## config.mk

```make
export PLATFORM = sky130hd
export DESIGN_NAME = alu_sched_flat
export DESIGN_NICKNAME = d
export VERILOG_FILES = /design/src/rtl/alu_sched_if.sv /design/src/rtl/alu_sched.sv /design/src/flat_wrapper.sv
export SDC_FILE = /design/constraint.sdc
export NUM_CORES = 1
export LEC_CHECK = 0
export ABC_AREA = 0
export CORE_AREA = 2 2 133 135
export CTS_CLUSTER_DIAMETER = 40
export DETAILED_ROUTE_END_ITERATION = 12
export DIE_AREA = 0 0 135 137
export DONT_BUFFER_PORTS = 1
export MAX_ROUTING_LAYER = met4
export PLACE_DENSITY_LB_ADDON = 0.15
export SETUP_SLACK_MARGIN = 0.5
export SYNTH_ARGS = -nofsm -noshare
export SYNTH_HDL_FRONTEND = slang
export SYNTH_SLANG_ARGS = --single-unit
```

## constraint.sdc

```tcl
create_clock -name clk -period 2.45 [get_ports clk]
set_input_delay 0.49 -clock clk [delete_from_list [all_inputs] [get_ports clk]]
set_output_delay 0.49 -clock clk [all_outputs]
set_load 0.01 [all_outputs]
```

## src/rtl/alu_sched_if.sv

```systemverilog
// Handshake and ALU bus between two requesters, the scheduler and the shared ALU.
// slave: the scheduler side; master: the requesters, ALU and response consumer.
interface alu_sched_if;
   logic        req0_valid, req1_valid;
   logic        req0_ready, req1_ready;
   logic [31:0] req0_a, req0_b, req1_a, req1_b;
   logic [3:0]  req0_op, req1_op;
   logic [31:0] alu_a, alu_b;
   logic [3:0]  alu_opcode;
   logic [63:0] alu_out;
   logic        alu_carry;
   logic        rsp_valid, rsp_ready;
   logic [63:0] rsp_out;
   logic        rsp_carry, rsp_id, rsp_err;

   modport slave (
      input  req0_valid, req1_valid, req0_a, req0_b, req1_a, req1_b, req0_op, req1_op,
      input  alu_out, alu_carry, rsp_ready,
      output req0_ready, req1_ready, alu_a, alu_b, alu_opcode,
      output rsp_valid, rsp_out, rsp_carry, rsp_id, rsp_err
   );

   modport master (
      output req0_valid, req1_valid, req0_a, req0_b, req1_a, req1_b, req0_op, req1_op,
      output alu_out, alu_carry, rsp_ready,
      input  req0_ready, req1_ready, alu_a, alu_b, alu_opcode,
      input  rsp_valid, rsp_out, rsp_carry, rsp_id, rsp_err
   );
endinterface

```

## src/rtl/alu_sched.sv

```systemverilog
// Two-requester scheduler for a shared multi-cycle ALU (IDLE -> EXEC -> RESP).
// Define ALU_SCHED_RR_EN for round-robin arbitration; fixed priority (req0 wins) otherwise.
module alu_sched #(
   parameter int MUL_LAT = 4,
   parameter int DIV_LAT = 32
) (
   input logic       clk,
   input logic       rst,
   alu_sched_if.slave bus
);
   typedef enum logic [1:0] {IDLE, EXEC, RESP} state_t;

   state_t      state, state_nxt;
   logic [5:0]  cnt;
   logic        grant0, grant1;
   logic        ready0, ready1, accept, acc_id;
   logic [3:0]  acc_op;
   logic [31:0] acc_a, acc_b;
   logic [5:0]  acc_lat;
   logic [31:0] alu_a, alu_b;
   logic [3:0]  alu_opcode;
   logic [63:0] rsp_out;
   logic        rsp_carry, rsp_id, rsp_err;

`ifdef ALU_SCHED_RR_EN
   logic ptr;

   always_comb begin
      grant0 = bus.req0_valid & (~ptr | ~bus.req1_valid);
      grant1 = bus.req1_valid & (ptr | ~bus.req0_valid);
   end

   always_ff @(posedge clk) begin
      if (rst)         ptr <= 1'b0;
      else if (accept) ptr <= ~ptr;
   end
`else
   always_comb begin
      grant0 = bus.req0_valid;
      grant1 = bus.req1_valid & ~bus.req0_valid;
   end
`endif

   // a grant already implies the matching valid, so a ready is an accept
   assign accept  = ready0 | ready1;
   assign acc_id  = ready1;
   assign acc_op  = acc_id ? bus.req1_op : bus.req0_op;
   assign acc_a   = acc_id ? bus.req1_a  : bus.req0_a;
   assign acc_b   = acc_id ? bus.req1_b  : bus.req0_b;

   always_comb begin
      acc_lat = 6'd0;
      if (acc_op == 4'd2)      acc_lat = 6'(MUL_LAT - 1);
      else if (acc_op == 4'd3) acc_lat = 6'(DIV_LAT - 1);
   end

   always_ff @(posedge clk) begin
      if (rst) state <= IDLE;
      else     state <= state_nxt;
   end

   always_comb begin
      state_nxt = state;
      case (state)
         IDLE: if (accept) state_nxt = acc_op[3] ? RESP : EXEC;
         EXEC: if (cnt == 6'd0) state_nxt = RESP;
         RESP: if (bus.rsp_ready) state_nxt = IDLE;
         default: state_nxt = IDLE;
      endcase
   end

   always_comb begin
      ready0        = 1'b0;
      ready1        = 1'b0;
      bus.rsp_valid = 1'b0;
      case (state)
         IDLE: begin
            ready0 = grant0 & ~rst;
            ready1 = grant1 & ~rst;
         end
         RESP:    bus.rsp_valid = 1'b1;
         default: ;
      endcase
   end

   always_ff @(posedge clk) begin
      if (rst) begin
         cnt        <= 6'd0;
         alu_a      <= '0;
         alu_b      <= '0;
         alu_opcode <= '0;
         rsp_out    <= '0;
         rsp_carry  <= 1'b0;
         rsp_id     <= 1'b0;
         rsp_err    <= 1'b0;
      end else begin
         if (accept) begin
            alu_a      <= acc_a;
            alu_b      <= acc_b;
            alu_opcode <= acc_op;
            rsp_id     <= acc_id;
            cnt        <= acc_lat;
            if (acc_op[3]) begin
               rsp_out   <= '0;
               rsp_carry <= 1'b0;
               rsp_err   <= 1'b1;
            end
         end
         if (state == EXEC) begin
            if (cnt == 6'd0) begin
               rsp_out   <= bus.alu_out;
               rsp_carry <= bus.alu_carry;
               rsp_err   <= 1'b0;
            end else begin
               cnt <= cnt - 6'd1;
            end
         end
      end
   end

   assign bus.req0_ready = ready0;
   assign bus.req1_ready = ready1;
   assign bus.alu_a      = alu_a;
   assign bus.alu_b      = alu_b;
   assign bus.alu_opcode = alu_opcode;
   assign bus.rsp_out    = rsp_out;
   assign bus.rsp_carry  = rsp_carry;
   assign bus.rsp_id     = rsp_id;
   assign bus.rsp_err    = rsp_err;
endmodule
```

## src/flat_wrapper.sv

```systemverilog
// flat-port wrapper written by rule: the top's interface ports become plain ports
module alu_sched_flat 
#(
   parameter int MUL_LAT = 4,
   parameter int DIV_LAT = 32
)
  (clk, rst, bus_req0_valid, bus_req1_valid, bus_req0_a, bus_req0_b, bus_req1_a, bus_req1_b, bus_req0_op, bus_req1_op, bus_alu_out, bus_alu_carry, bus_rsp_ready, bus_req0_ready, bus_req1_ready, bus_alu_a, bus_alu_b, bus_alu_opcode, bus_rsp_valid, bus_rsp_out, bus_rsp_carry, bus_rsp_id, bus_rsp_err);
  alu_sched_if bus_i ();
  input logic clk;
  input logic rst;
  input wire logic [$bits(bus_i.req0_valid)-1:0] bus_req0_valid;
  input wire logic [$bits(bus_i.req1_valid)-1:0] bus_req1_valid;
  input wire logic [$bits(bus_i.req0_a)-1:0] bus_req0_a;
  input wire logic [$bits(bus_i.req0_b)-1:0] bus_req0_b;
  input wire logic [$bits(bus_i.req1_a)-1:0] bus_req1_a;
  input wire logic [$bits(bus_i.req1_b)-1:0] bus_req1_b;
  input wire logic [$bits(bus_i.req0_op)-1:0] bus_req0_op;
  input wire logic [$bits(bus_i.req1_op)-1:0] bus_req1_op;
  input wire logic [$bits(bus_i.alu_out)-1:0] bus_alu_out;
  input wire logic [$bits(bus_i.alu_carry)-1:0] bus_alu_carry;
  input wire logic [$bits(bus_i.rsp_ready)-1:0] bus_rsp_ready;
  output wire logic [$bits(bus_i.req0_ready)-1:0] bus_req0_ready;
  output wire logic [$bits(bus_i.req1_ready)-1:0] bus_req1_ready;
  output wire logic [$bits(bus_i.alu_a)-1:0] bus_alu_a;
  output wire logic [$bits(bus_i.alu_b)-1:0] bus_alu_b;
  output wire logic [$bits(bus_i.alu_opcode)-1:0] bus_alu_opcode;
  output wire logic [$bits(bus_i.rsp_valid)-1:0] bus_rsp_valid;
  output wire logic [$bits(bus_i.rsp_out)-1:0] bus_rsp_out;
  output wire logic [$bits(bus_i.rsp_carry)-1:0] bus_rsp_carry;
  output wire logic [$bits(bus_i.rsp_id)-1:0] bus_rsp_id;
  output wire logic [$bits(bus_i.rsp_err)-1:0] bus_rsp_err;
  assign bus_i.req0_valid = bus_req0_valid;
  assign bus_i.req1_valid = bus_req1_valid;
  assign bus_i.req0_a = bus_req0_a;
  assign bus_i.req0_b = bus_req0_b;
  assign bus_i.req1_a = bus_req1_a;
  assign bus_i.req1_b = bus_req1_b;
  assign bus_i.req0_op = bus_req0_op;
  assign bus_i.req1_op = bus_req1_op;
  assign bus_i.alu_out = bus_alu_out;
  assign bus_i.alu_carry = bus_alu_carry;
  assign bus_i.rsp_ready = bus_rsp_ready;
  assign bus_req0_ready = bus_i.req0_ready;
  assign bus_req1_ready = bus_i.req1_ready;
  assign bus_alu_a = bus_i.alu_a;
  assign bus_alu_b = bus_i.alu_b;
  assign bus_alu_opcode = bus_i.alu_opcode;
  assign bus_rsp_valid = bus_i.rsp_valid;
  assign bus_rsp_out = bus_i.rsp_out;
  assign bus_rsp_carry = bus_i.rsp_carry;
  assign bus_rsp_id = bus_i.rsp_id;
  assign bus_rsp_err = bus_i.rsp_err;
  alu_sched #(.MUL_LAT(MUL_LAT), .DIV_LAT(DIV_LAT)) u_core (.clk(clk), .rst(rst), .bus(bus_i));
endmodule
```

==> qor.csv, run 1 <==
metric,value,unit
vias,4486,
"Hold Vio Cnt, Final",0,
fin crit period,1.87,ns
n_diodes,0,
Final HPWL DP,11100,um
synth cell count leaders,"dfxtp_1, nand2_1, a22o_1",
Worst-Margin Slew,0.713,ns
Layout Skew,0.00710,ns
Unique masters post-synth,54,
Seq cells post-synth,143,
Crit Path Category,flop to output pin,
root buffer cell,clkbuf_16,
synthesized net count,802,
# H-tree levels,4,
CTS tree,built,
largest net degree at the start of global routing,84,
row count,48,
Setup TNS,0,ns
IO Count,344,
Fmax,536,MHz
Ys Warns,0,
Buffers on Ports,0,
worst-skew pair later-pin latency,0.41,ns
Layout Nets,780,
outcome,"finished, final reports clean",
all-layer global routing usage,16.3,%
unrepaired setup endpoints after global routing,no,
Mapped Avg Cell Area,10.1,um^2
fillers,1678,
WP data required,1.96,ns
Slew headroom,52.4,%
initial antenna violation count,0,
vias per inst,5.53,
Max Fanout on Critical Path,13,
register area share after synthesis,47.7,%
"area leader, netlist",dfxtp_1,
reg2reg setup slack,0.61,ns
chip height,137,um
Die Wd,135,um
Synth-to-Final Area Change,12.3,%
fin crit share,76.2,%
top post-synthesis cells by area,"dfxtp_1, a311oi_2, a22o_1",
Mapped Cells,595,
Pre-antenna DRT Iters,4,
Mapped Area,0.00600,mm^2
Final Power,6.48,mW
GPL Wtd Cong,0.788,
Core Area,0.0171,mm^2
Hold Path Class,primary input to flop,
reported max-cap violation count,0,
number of synthesized flops with an enable pin,0,
TritonCTS buffer count,17,
number of global-route vias before repair,4252,
total clock sinks,143,
Max Root-Sink Buffers,2,
per-cell routed wire length,20.0,um
WP data arrival,1.38,ns
final wirelength,16200,um
Post-synth ARST share,0,%
Max VDD drop,0.475,mV
DRC,0,
Iteration-0 DRC Markers,168,
cell leakage power,2.43,nW
grt ovf,0,
final setup violation count,0,
ys flop type,dfxtp_1,
"count leader, synth",dfxtp_1,
first-pass GRT wire length,22800,um
power density over the cells,962,mW/mm^2
endpoint class of the critical path,output pin,
Hold Buf Count CTS,0,
Routed Antenna Nets,0,
die area,0.0185,mm^2
Worst setup SP type,flop,
initial cell density of the core,35.2,%
layout cell share with drive strength beyond 1,22.0,%
Clock Pin Slew Worst Setup and Hold Paths,0.06,ns
"Slew Viols, Final",0,
post-synth top area share,47.7,%
## per-layer routing
| metal | vias up | track usage [%] | wire, um |
|---|---|---|---|
| li1 | 2114 | - | - |
| met1 | 2133 | 17.0 | 6090 |
| met2 | 229 | 28.8 | 8390 |
| met3 | 10 | 5.96 | 1580 |
| met4 | 0 | 4.92 | 174 |
| met5 | - | - | 0 |
## final timing paths
path	from	endpoint	depth (start not counted)
worst max-delay path	u_core.state[0]	bus_req1_ready	4
worst max register to register	u_core.cnt[0]	u_core.bus.rsp_out[43]	6
worst min-delay path	rst	u_core.bus.alu_b[28]	1
worst min register to register	u_core.bus.alu_opcode[3]	u_core.bus.alu_opcode[3]	2
## timing repair
| action | CTS | global route |
|---|---|---|
| cloned | 1 | 1 |
| pin swaps | 1 | 0 |
| gates resized for setup | 1 | 3 |
| setup endpoints to repair | 1 | 69 |
| setup buffers | 1 | 0 |
## power by group
part	internal [mW]	switching [mW]	leakage [nW]	total (mW)
sequential	2.60	0.330	1.17	2.93
clock	1.46	1.11	0.275	2.57
combinational	0.426	0.557	0.980	0.983
total	4.48	1.99	2.43	6.48
## sequential cells by signal, indices dropped and copies added (netlist names)
| name | cells |
|---|---|
| u_core.bus.alu_a | 32 |
| u_core.bus.alu_b | 32 |
| u_core.bus.alu_opcode | 4 |
| u_core.bus.rsp_carry | 1 |
| u_core.bus.rsp_err | 1 |
| u_core.bus.rsp_id | 1 |
| u_core.bus.rsp_out | 64 |
| u_core.cnt | 6 |
| u_core.state | 2 |
## kinds of logic after synthesis
family                     synth area share (%)
AOI/OAI and AO/OA                          28.9
xor gates and xnor gates                  0.292
and+or+nand+nor                            16.5
buffers and inverters                      6.20
DFF                                        47.7
adders and majority gates                 0.209
muxes                                     0.188
## layout make-up
type                       count  area [um^2]  share of cell area (%)
sequential                   143         2860                    42.5
multi-input combinational    393         2790                    41.4
clock inverter                14          144                    2.14
tap                          225          282                    4.18
timing repair buffer          13          194                    2.88
inverter                       5         21.3                   0.316
clock buffer                  18          439                    6.52
## cells in the final DEF, fill, tap and decap left out, types with 2 or more instances in the layout
cell type,netlist,layout
a211oi_1,2,2
a21o_1,2,2
a21oi_1,5,5
a22o_1,65,65
a311oi_1,5,5
a311oi_2,62,62
buf_12,1,4
buf_4,13,6
clkbuf_16,0,18
clkinvlp_4,0,4
dfxtp_1,143,143
inv_1,4,4
inv_6,0,6
inv_8,0,2
nand2_1,136,136
nand2b_1,2,2
nand4b_1,2,2
nor2_1,61,61
nor2_2,10,10
nor2b_1,3,3
nor3_1,2,2
nor3_4,0,2
nor3b_1,2,2
o211ai_1,2,2
o21ai_0,2,2
o21ai_1,2,2
o311ai_0,2,2
## critical path, stage by stage (launching register included)
cell and delay, ns:
dfxtp_1 0.36, nor3_4 0.21, nand2_2 0.10, inv_4 0.13, buf_12 0.16
## through the flow
step                utilization (%)  setup WS, ns  cell area [um^2]  hold slack, ns  instances
finish                         39.5         0.584              6730           0.143        811
global route                   39.5         0.508              6730           0.126        811
CTS                            39.2         0.510              6690           0.126        810
detailed placement             35.5         0.531              6060           0.518        776
global placement               35.5         0.551              6060           0.516        776
floorplan                         -         0.726              6000           0.469        595
(Power assumes the default switching activity.)
==> run 2, diff against run 1 <==
==> constraint.sdc (replaced) <==
create_clock -name clk -period 1.9 [get_ports clk]
set_input_delay 0.38 -clock clk [delete_from_list [all_inputs] [get_ports clk]]
set_output_delay 0.38 -clock clk [all_outputs]
set_load 0.01 [all_outputs]
==> run 2 against run 1 <==
Compared with the run above:
- first-iteration DRC count rose by 21%
- sequential power rose by 30%
- utilization rose by 9.6 points
- sequential share of layout area fell by 8.2 points
- die area did not move
- cell area rose by 24%
- setup slack got worse by 0.41 ns
- clock skew rose by 0.0056 ns
- critical path type is now flop to flop
- largest cell class is now multi-input combinational cells
==> qor.csv, run 2 (synthesis gave the netlist of run 1 again) <==
metric,value,unit,change
total clock sinks,143,,unchanged
Max VDD drop,0.515,mV,+8.5%
vias,5035,,+12%
initial antenna violation count,0,,unchanged
"commonest non-fill, non-tap cell in the layout",dfxtp_1,,
worst-skew pair later-pin latency,0.42,ns,about the same
Hold Path Class,primary input to flop,,
Worst setup SP type,flop,,
Final Power,9.83,mW,+52%
Setup TNS,0,ns,unchanged
row count,48,,unchanged
power density over the cells,1170,mW/mm^2,+22%
outcome,"finished, final reports clean",,
n_diodes,0,,unchanged
final setup violation count,0,,unchanged
DRC,0,,unchanged
Core Area,0.0171,mm^2,unchanged
final wirelength,20200,um,+24%
Slew headroom,50.1,%,-2.3 points
Clock Pin Slew Worst Setup and Hold Paths,0.06,ns,about the same
CP startpoint,u_core.cnt[1],,
"Hold Vio Cnt, Final",0,,unchanged
WP data required,2.25,ns,+0.29 ns
Routed Antenna Nets,0,,unchanged
Worst Reg-to-Reg Cells,8,,+2
Hold Buf Count CTS,0,,unchanged
fillers,1540,,-8.2%
endpoint class of the critical path,flop,,
Max Fanout on Critical Path,9,,-4
layout cell share with drive strength beyond 1,37.9,%,+16 points
Iteration-0 DRC Markers,203,,+21%
TritonCTS buffer count,17,,unchanged
Final HPWL DP,11500,um,+3.5%
"Slew Viols, Final",0,,unchanged
min-delay src,rst,,
Largest Register,u_core.bus.rsp_out,,
Worst-Margin Slew,0.743,ns,+0.0296 ns
per-cell routed wire length,22.4,um,+12%
Synth-to-Final Area Change,39.6,%,
die area,0.0185,mm^2,unchanged
Largest regs,"u_core.bus.rsp_out (64), u_core.bus.alu_a (32), u_core.bus.alu_b (32)",,
reg-to-reg startpoint,u_core.cnt[1],,
cell leakage power,3.20,nW,+32%
GPL Wtd Cong,0.805,,+2.2%
IO Count,344,,unchanged
Buffers on Ports,0,,unchanged
Crit Path Category,flop to flop,,
Fmax,580,MHz,
fin crit share,90.7,%,
Layout Skew,0.0127,ns,+0.00558 ns
WP data arrival,2.07,ns,+0.69 ns
grt ovf,0,,unchanged
DP Area,0.00635,mm^2,+4.7%
root buffer cell,clkbuf_16,,
"commonest cells after routing, fill and taps aside","dfxtp_1, nand2_1, a22o_1",,
Hold Path Depth,1,,unchanged
reported max-cap violation count,0,,unchanged
all-layer global routing usage,18.5,%,+2.2 points
vias per inst,5.59,,+1.0%
Layout Nets,870,,+12%
unrepaired setup endpoints after global routing,yes,,
first-pass GRT wire length,25300,um,+11%
Max Root-Sink Buffers,2,,unchanged
CTS tree,built,,
Pre-antenna DRT Iters,4,,unchanged
Die Wd,135,um,unchanged
Post-Layout Inst Area,0.00837,mm^2,+24%
number of global-route vias before repair,4707,,+11%
fin crit period,1.72,ns,
largest net degree at the start of global routing,84,,unchanged
# H-tree levels,4,,unchanged
initial cell density of the core,35.2,%,unchanged
Largest register FFs,64,,unchanged
chip height,137,um,unchanged
## run 2: changes by cell type in the layout (fill, tap and decap cells not counted), moves of 9 or more
cell,previous run,this run
clkbuf_16,18,31
nor2_1,61,37
buf_4,6,38
nor2_4,1,18
buf_6,1,17
buf_12,4,16
buf_16,0,9
## run 2: per-layer routing
| layer | vias up | part of all wire (%) | global-route usage, % | wire length [um] |
|---|---|---|---|---|
| met3 | 27 | 8.9 | 6.56 | 1800 |
| met1 | 2446 | 38 | 19.9 | 7610 |
| met5 | - | 0 | - | 0 |
| met2 | 259 | 52 | 31.3 | 10400 |
| met4 | 0 | 1.8 | 7.35 | 367 |
| li1 | 2303 | - | - | - |
## run 2: path summary, 6_finish.rpt
path | slack (ns) | end
worst min-delay path | 0.05 | u_core.state[1]
worst min register to register | 0.54 | u_core.bus.alu_opcode[3]
worst max register to register | 0.18 | u_core.bus.rsp_out[49]
worst max-delay path | 0.18 | u_core.bus.rsp_out[49]
## run 2: cell type report
type | count | area, um^2 | share of cell area (%)
inverters | 5 | 21.3 | 0.254
clock buffers | 20 | 447 | 5.34
repair buffers | 103 | 1550 | 18.5
multi-input cells | 393 | 3000 | 35.8
flip-flops and latches | 143 | 2870 | 34.3
well taps | 225 | 282 | 3.36
clock inverters | 12 | 206 | 2.47
## run 2: through the flow
step,instances,hold slack (ns),util (%),setup WS (ns)
floorplan,595,0.467,-,0.313
global placement,792,0.479,37.2,0.209
detailed placement,792,0.486,37.2,0.168
CTS,858,0.0394,44.1,0.181
global route,901,0.0290,49.1,0.109
finish,901,0.0504,49.1,0.176
## run 2: critical path, cell delays in order, from the launching register on
cell and delay [ns]:
dfxtp_2 0.32, inv_2 0.07, ha_4 0.12, or3b_4 0.40, nor3_4 0.18, buf_6 0.16, buf_12 0.11, buf_12 0.12
a22o_1 0.17
## run 2: timing repair
item,in CTS,in global routing
buffers inserted,26,24
cloned,8,19
resized for setup,22,62
endpoints found under the setup margin,144,145
pin swaps,5,30
## run 2: where the power goes
part,total (mW),internal (mW),switching (mW)
Combinational,2.32,1.28,1.04
Sequential,3.81,3.35,0.455
Clock,3.70,2.38,1.32
Total,9.83,7.02,2.81
